[config.mk]
export PLATFORM = sky130hd
export DESIGN_NAME = csea16_registered_flat
export DESIGN_NICKNAME = d
export VERILOG_FILES = /design/src/rtl/csea16_registered_if.sv /design/src/rtl/csea16_registered.sv /design/src/flat_wrapper.sv
export SDC_FILE = /design/constraint.sdc
export NUM_CORES = 1
export LEC_CHECK = 0
export CAP_MARGIN = 30
export CORE_ASPECT_RATIO = 2
export CORE_MARGIN = 2
export CORE_UTILIZATION = 33
export DETAILED_ROUTE_END_ITERATION = 8
export HOLD_SLACK_MARGIN = 0.15
export PLACE_DENSITY = 0.74
export SKIP_CTS_REPAIR_TIMING = 1
export SYNTH_ARGS = -nofsm -noshare
export SYNTH_HDL_FRONTEND = slang
export SYNTH_SLANG_ARGS = --single-unit
[constraint.sdc]
create_clock -name Clk -period 0.8 [get_ports Clk]
set_input_delay 0.16 -clock Clk [delete_from_list [all_inputs] [get_ports Clk]]
set_output_delay 0.16 -clock Clk [all_outputs]
set_load 0.02 [all_outputs]
[src/rtl/csea16_registered_if.sv]
// Operand/result bundle for the registered 16-bit carry-select adder.
// master drives A/B/Cin and reads Sum/Cout; slave is the adder side.
interface csea16_registered_if #(
  parameter int WIDTH = 16
);
  logic [WIDTH-1:0] A;
  logic [WIDTH-1:0] B;
  logic             Cin;
  logic [WIDTH-1:0] Sum;
  logic             Cout;

  modport master (
    output A, B, Cin,
    input  Sum, Cout
  );

  modport slave (
    input  A, B, Cin,
    output Sum, Cout
  );
endinterface

[src/rtl/csea16_registered.sv]
// Registered 16-bit carry-select adder: {Cout,Sum} = A+B+Cin, 1-cycle latency.
// Ports: Clk, Rst_n (async active-low), bus (slave: A,B,Cin in; Sum,Cout out).
module csea16_registered #(
  parameter int WIDTH = 16,
  parameter int BLK   = 4
) (
  input  logic               Clk,
  input  logic               Rst_n,
  csea16_registered_if.slave bus
);

  if (WIDTH != 16 || BLK != 4) begin : g_bad_cfg
    $error("csea16_registered supports only WIDTH=16, BLK=4");
  end

  function automatic logic [4:0] rca4(
    input logic [3:0] a,
    input logic [3:0] b,
    input logic       ci
  );
    logic [4:0] r;
    logic       cc;
    r  = '0;
    cc = ci;
    for (int i = 0; i < 4; i++) begin
      r[i] = a[i] ^ b[i] ^ cc;
      cc   = (a[i] & b[i]) | (cc & (a[i] ^ b[i]));
    end
    r[4] = cc;
    return r;
  endfunction

  logic [4:0] b0_r;
  logic [4:0] b1_r0, b1_r1;
  logic [4:0] b2_r0, b2_r1;
  logic [4:0] b3_r0, b3_r1;
  logic       c4, c8, c12, c16;

  logic [WIDTH-1:0] sum_d, sum_q;
  logic             cout_d, cout_q;

  // Block 0 ripples from Cin; upper blocks precompute both carry-in cases.
  assign b0_r  = rca4(bus.A[3:0],   bus.B[3:0],   bus.Cin);
  assign b1_r0 = rca4(bus.A[7:4],   bus.B[7:4],   1'b0);
  assign b1_r1 = rca4(bus.A[7:4],   bus.B[7:4],   1'b1);
  assign b2_r0 = rca4(bus.A[11:8],  bus.B[11:8],  1'b0);
  assign b2_r1 = rca4(bus.A[11:8],  bus.B[11:8],  1'b1);
  assign b3_r0 = rca4(bus.A[15:12], bus.B[15:12], 1'b0);
  assign b3_r1 = rca4(bus.A[15:12], bus.B[15:12], 1'b1);

  // Select chain: the only serial path after block 0 is three 2:1 muxes.
  assign c4  = b0_r[4];
  assign c8  = c4  ? b1_r1[4] : b1_r0[4];
  assign c12 = c8  ? b2_r1[4] : b2_r0[4];
  assign c16 = c12 ? b3_r1[4] : b3_r0[4];

  assign sum_d[3:0]   = b0_r[3:0];
  assign sum_d[7:4]   = c4  ? b1_r1[3:0] : b1_r0[3:0];
  assign sum_d[11:8]  = c8  ? b2_r1[3:0] : b2_r0[3:0];
  assign sum_d[15:12] = c12 ? b3_r1[3:0] : b3_r0[3:0];
  assign cout_d       = c16;

  always_ff @(posedge Clk or negedge Rst_n) begin
    if (!Rst_n) begin
      sum_q  <= '0;
      cout_q <= 1'b0;
    end else begin
      sum_q  <= sum_d;
      cout_q <= cout_d;
    end
  end

  assign bus.Sum  = sum_q;
  assign bus.Cout = cout_q;

endmodule

[src/flat_wrapper.sv]
// flat-port wrapper written by rule: the top's interface ports become plain ports
module csea16_registered_flat 
#(
  parameter int WIDTH = 16,
  parameter int BLK   = 4
)
  (Clk, Rst_n, bus_A, bus_B, bus_Cin, bus_Sum, bus_Cout);
  csea16_registered_if #(.WIDTH(WIDTH)) bus_i ();
  input  logic Clk;
  input  logic Rst_n;
  input wire logic [$bits(bus_i.A)-1:0] bus_A;
  input wire logic [$bits(bus_i.B)-1:0] bus_B;
  input wire logic [$bits(bus_i.Cin)-1:0] bus_Cin;
  output wire logic [$bits(bus_i.Sum)-1:0] bus_Sum;
  output wire logic [$bits(bus_i.Cout)-1:0] bus_Cout;
  assign bus_i.A = bus_A;
  assign bus_i.B = bus_B;
  assign bus_i.Cin = bus_Cin;
  assign bus_Sum = bus_i.Sum;
  assign bus_Cout = bus_i.Cout;
  csea16_registered #(.WIDTH(WIDTH), .BLK(BLK)) u_core (.Clk(Clk), .Rst_n(Rst_n), .bus(bus_i));
endmodule
# Word level (Yosys, flattened, before mapping)

Index checks and enable logic that the tools add are counted.

Multiplexer cells: 6
Bitwise logic cells: 104

Operators by type and width:

| kind          | number |
|---|---|
| $and A1 B1 Y1 | 38 |
| $xor A1 B1 Y1 | 38 |
| $or A1 B1 Y1  | 25 |
| $mux W4       | 3 |
| $mux W1       | 3 |
| $not A1 Y1    | 3 |

Output and inout bits: 17
Logic and storage cells: 112
Flip-flop bits (word level): 17
Input bits: 35

# Longest topological paths before layout

Depth in word-level cells: 12
Gate-level depth with buffers: 23
Mapped depth without buffers: 23

# Worst setup path after synthesis

OpenSTA, ideal clock, no wires.

Path kind: input to register
Start: input bus_Cin
End: register u_core.sum_q[15] (netlist: u_core.bus.Sum[15])
Library setup time: 64 ps
Slack: -4395 ps
Buffers on the path: 0
Stages on the path: 21
Data required time: 736 ps
Arrival time: 5131 ps
Path through: fa_1 -> fa_1 -> fa_1 -> inv_1 -> fa_1 -> mux2i_1 -> fa_1 -> fa_1 -> inv_1 -> fa_1 -> o21ai_0 -> fa_1 -> fa_1 -> inv_1 -> fa_1 -> o21ai_0 -> fa_1 -> fa_1 -> inv_1 -> fa_1 -> inv_1

Word-level cells in the longest chain between the ends: 11

RTL lines:

| element              | RTL line                | text |
|---|---|---|
| from (decl)          | flat_wrapper.sv:13      | `input wire logic [$bits(bus_i.Cin)-1:0] bus_Cin;` |
| $and A1 B1 Y1        | csea16_registered.sv:27 | `cc = (a[i] & b[i]) \| (cc & (a[i] ^ b[i]));` |
| $or A1 B1 Y1         | csea16_registered.sv:27 |  |
| $and A1 B1 Y1        | csea16_registered.sv:27 |  |
| $or A1 B1 Y1         | csea16_registered.sv:27 |  |
| $and A1 B1 Y1        | csea16_registered.sv:27 |  |
| $or A1 B1 Y1         | csea16_registered.sv:27 |  |
| $and A1 B1 Y1        | csea16_registered.sv:27 |  |
| $or A1 B1 Y1         | csea16_registered.sv:27 |  |
| $mux W1              | csea16_registered.sv:53 | `assign c8 = c4 ? b1_r1[4] : b1_r0[4];` |
| $mux W1              | csea16_registered.sv:54 | `assign c12 = c8 ? b2_r1[4] : b2_r0[4];` |
| $mux W4              | csea16_registered.sv:60 | `assign sum_d[15:12] = c12 ? b3_r1[3:0] : b3_r0[3:0];` |
| via u_core.sum_d[15] | csea16_registered.sv:39 | `logic [WIDTH-1:0] sum_d, sum_q;` |
| to (signal assigned) | csea16_registered.sv:68 | `sum_q <= sum_d;` |
| to (decl)            | csea16_registered.sv:39 |  |

The timed path passes the listed nets, and every way through them passes these cells.

# Worst setup path in the final report

Start: input bus_A[0]
End: register u_core.sum_q[15] (netlist: u_core.bus.Sum[15])

Word-level cells in the longest chain between the ends: 12
Elaborated cells between the ends (all ways): 13

RTL lines:

| element              | RTL line                | text |
|---|---|---|
| from (decl)          | flat_wrapper.sv:11      | `input wire logic [$bits(bus_i.A)-1:0] bus_A;` |
| $xor A1 B1 Y1        | csea16_registered.sv:27 |  |
| $and A1 B1 Y1        | csea16_registered.sv:27 |  |
| $or A1 B1 Y1 (*)     | csea16_registered.sv:27 |  |
| $and A1 B1 Y1 (*)    | csea16_registered.sv:27 |  |
| $or A1 B1 Y1 (*)     | csea16_registered.sv:27 |  |
| $and A1 B1 Y1 (*)    | csea16_registered.sv:27 |  |
| $or A1 B1 Y1 (*)     | csea16_registered.sv:27 |  |
| $and A1 B1 Y1 (*)    | csea16_registered.sv:27 |  |
| $or A1 B1 Y1 (*)     | csea16_registered.sv:27 |  |
| $mux W1 (*)          | csea16_registered.sv:53 |  |
| $mux W1 (*)          | csea16_registered.sv:54 |  |
| $mux W4 (*)          | csea16_registered.sv:60 |  |
| via u_core.sum_d[15] | csea16_registered.sv:39 |  |

The timed path passes the listed nets; every way through them passes the cells marked *.

==> results.ini <==
[timing]
slew_headroom=0.870
hold_viol=0
max_freq_mhz=203
setup_slack_ps=-4130
slew_viol_final=0
post-route-min-period_ps=4930
rsz0062_at_grt=yes
worst_pin_slew_ps=192
fin_crit_sh=6.16
finalSetupViolCount=33

[finish]
fin_nets=183
antenna_cells=0
final_cell_count_no_fill=156
area_growth_pct=79.5
drive_gt1_frac=0.422
final_cell_area_sq_um=1620

[synthesis]
synth.top_cell.area_share=0.470
synthTopCellsByCount=inv_1, dfrtp_1, fa_1, ha_1, xnor2_1
synth_area_per_cell_sq_um=13.3
async_flop_share=1.00
syn-num-nets=122
yosysWarnings=0
synth_seq_cells=17
yosysSeqAreaShare=0.470
synth_area_sq_um=905
ys.flop_type=dfrtp_1
synth_cells=68
synth.most_common_cell=inv_1
synth_edf_count=0
synth_top_cell_by_area=dfrtp_1
synth_top_cells_by_area=dfrtp_1, fa_1, inv_1, ha_1, xnor2_1
synth.distinct_cells=8

[worst_setup_path]
cp_common_cell=fa_2
path_class=in -> reg
critPathCaptureType=flip-flop
max_stage_delay_ps=430
cp.arrival_ps=5120
critPathLaunchType=input port
path_cells=buf_6 -> fa_2 -> fa_2 -> fa_2 -> inv_2 -> fa_2 -> mux2i_2 -> fa_2 -> fa_2 -> inv_2 -> fa_2 -> nand2_2 -> o21ai_2 -> fa_2 -> fa_2 -> inv_2 -> fa_2 -> o21ai_2 -> fa_2 -> fa_2 -> inv_2 -> fa_2 -> inv_2
crit_buf_inv=6
required_ps=990
crit_slowest_cell=fa_2
path_delay_family=adder cells
worstPathMaxFanout=3

[pwr]
combPwrFrac=0.405
irDropWorstVdd_mv=1.27
p_int_mw=2.04
power.total_mw=2.92
switching_share=0.299
seqPwrFrac=0.381
power.switching_mw=0.872
static-leakage-power_nw=0.785
p_clk_frac=0.214
p_per_area_nw_per_um2=1800

[global_routing]
grt_max_degree=18
grt-ovfl-total=0
grt_usage=0.139
antenna_found_initial=0
grt_pass1_vias=733
grt_pass1_wl_microns=2950

[floorplan]
num_rows=26
dieArea_sq_um=3200
die_h_microns=78.0
io_pins=52
start_util=0.352
die_x_microns=41.0
core_sq_um=2570

[placement]
place_congestion=0.682
place_hpwl_microns=1620
place_area_sq_um=1530
io_buffers=51
dp_cells=151

[detailed_routing]
first_iter_violations=3
routed_via_density=4.19
vias=653
detail-route-antenna-nets=0
drtPass1Iterations=3
drc_errors=0
wl_per_cell_microns=12.2
routed_wl_microns=1900

[clock_tree]
cts.sinks=17
htree_levels=1
clockRootBuffer=clkbuf_8
cts_tree=done
clk_path_buf_depth=2
cts_buffers=3
clkTransAtPathRegs_ps=60

[status]
failed_checks=negative setup slack
outcome=finished with violations

[worst_hold_path]
min_path_type=in -> reg
hold_depth=2
worstHoldEndpoint=u_core.bus.Sum[0]
hold_start=bus_A[0]

[flow_run]
cap_violations=0

==> routing by layer <==
metal	wire length (microns)	GRT usage
met2	1190	0.250
met5	0	0
met4	38	0.0700
met3	148	0.0254
met1	523	0.133
==> worst max-delay path by stage <==
stage / from / endpoint / slack (ps) / cells after the start
finish: bus_A[0] / u_core.bus.Sum[15] / -4130 / 23
global route: bus_A[0] / u_core.bus.Sum[15] / -4310 / 23
CTS: bus_Cin / u_core.bus.Sum[15] / -4500 / 23
detailed placement: bus_Cin / u_core.bus.Sum[15] / -4750 / 23
global placement: bus_Cin / u_core.bus.Sum[15] / -4630 / 23
floorplan: bus_Cin / u_core.bus.Sum[15] / -4090 / 22
==> cell usage in the layout, fill, tap and decap left out, types with 3 or more instances in the layout <==
| master | instances |
|---|---|
| ha_1 | 6 |
| buf_6 | 18 |
| inv_2 | 7 |
| fa_2 | 13 |
| clkbuf_8 | 3 |
| inv_1 | 17 |
| dfrtp_1 | 17 |
| clkdlybuf4s50_1 | 29 |
| buf_4 | 4 |
==> state kept, by name, indices dropped and copies added (netlist names) <==
register,cells
u_core.bus.Cout,1
u_core.bus.Sum,16
==> cell type report <==
| cell class | count | area (sq um) |
|---|---|---|
| tap | 28 | 35.0 |
| multi-input combinational | 27 | 450 |
| fill | 220 | 946 |
| sequential | 17 | 425 |
| inverter | 24 | 90.1 |
| clock buffer | 4 | 45.0 |
| timing repair buffer | 56 | 578 |
==> per-stage QoR <==
step            util  hold WS, ps  setup slack, ps  setup TNS (ps)
6_report       0.632          206            -4130          -37610
5_1_grt        0.632          200            -4310          -39450
3_5_place_dp   0.594          515            -4750          -51230
3_3_place_gp   0.594          516            -4630          -50020
4_1_cts        0.612          250            -4500          -51540
2_1_floorplan      -         -136            -4090          -36730
==> logic make-up after synthesis <==
family / after synthesis / share of synthesized area
adder cells (fa/ha/maj): 19 / 0.371
AO/OA/AOI/OAI: 2 / 0.0111
XOR/XNOR: 3 / 0.0291
buffers and inverters: 24 / 0.0996
flip-flops: 17 / 0.470
AND/OR/NAND/NOR: 2 / 0.00830
multiplexers: 1 / 0.0111
==> power groups by stage <==
stage               sequential [mW]  combinational (mW)  clock (mW)
global route                   1.13                1.30       0.679
CTS                            1.08                1.12       0.643
floorplan                      1.31               0.236           0
global placement               1.09                1.08           0
finish                         1.11                1.18       0.623
detailed placement             1.09                1.12           0
(Power assumes the default switching activity.)
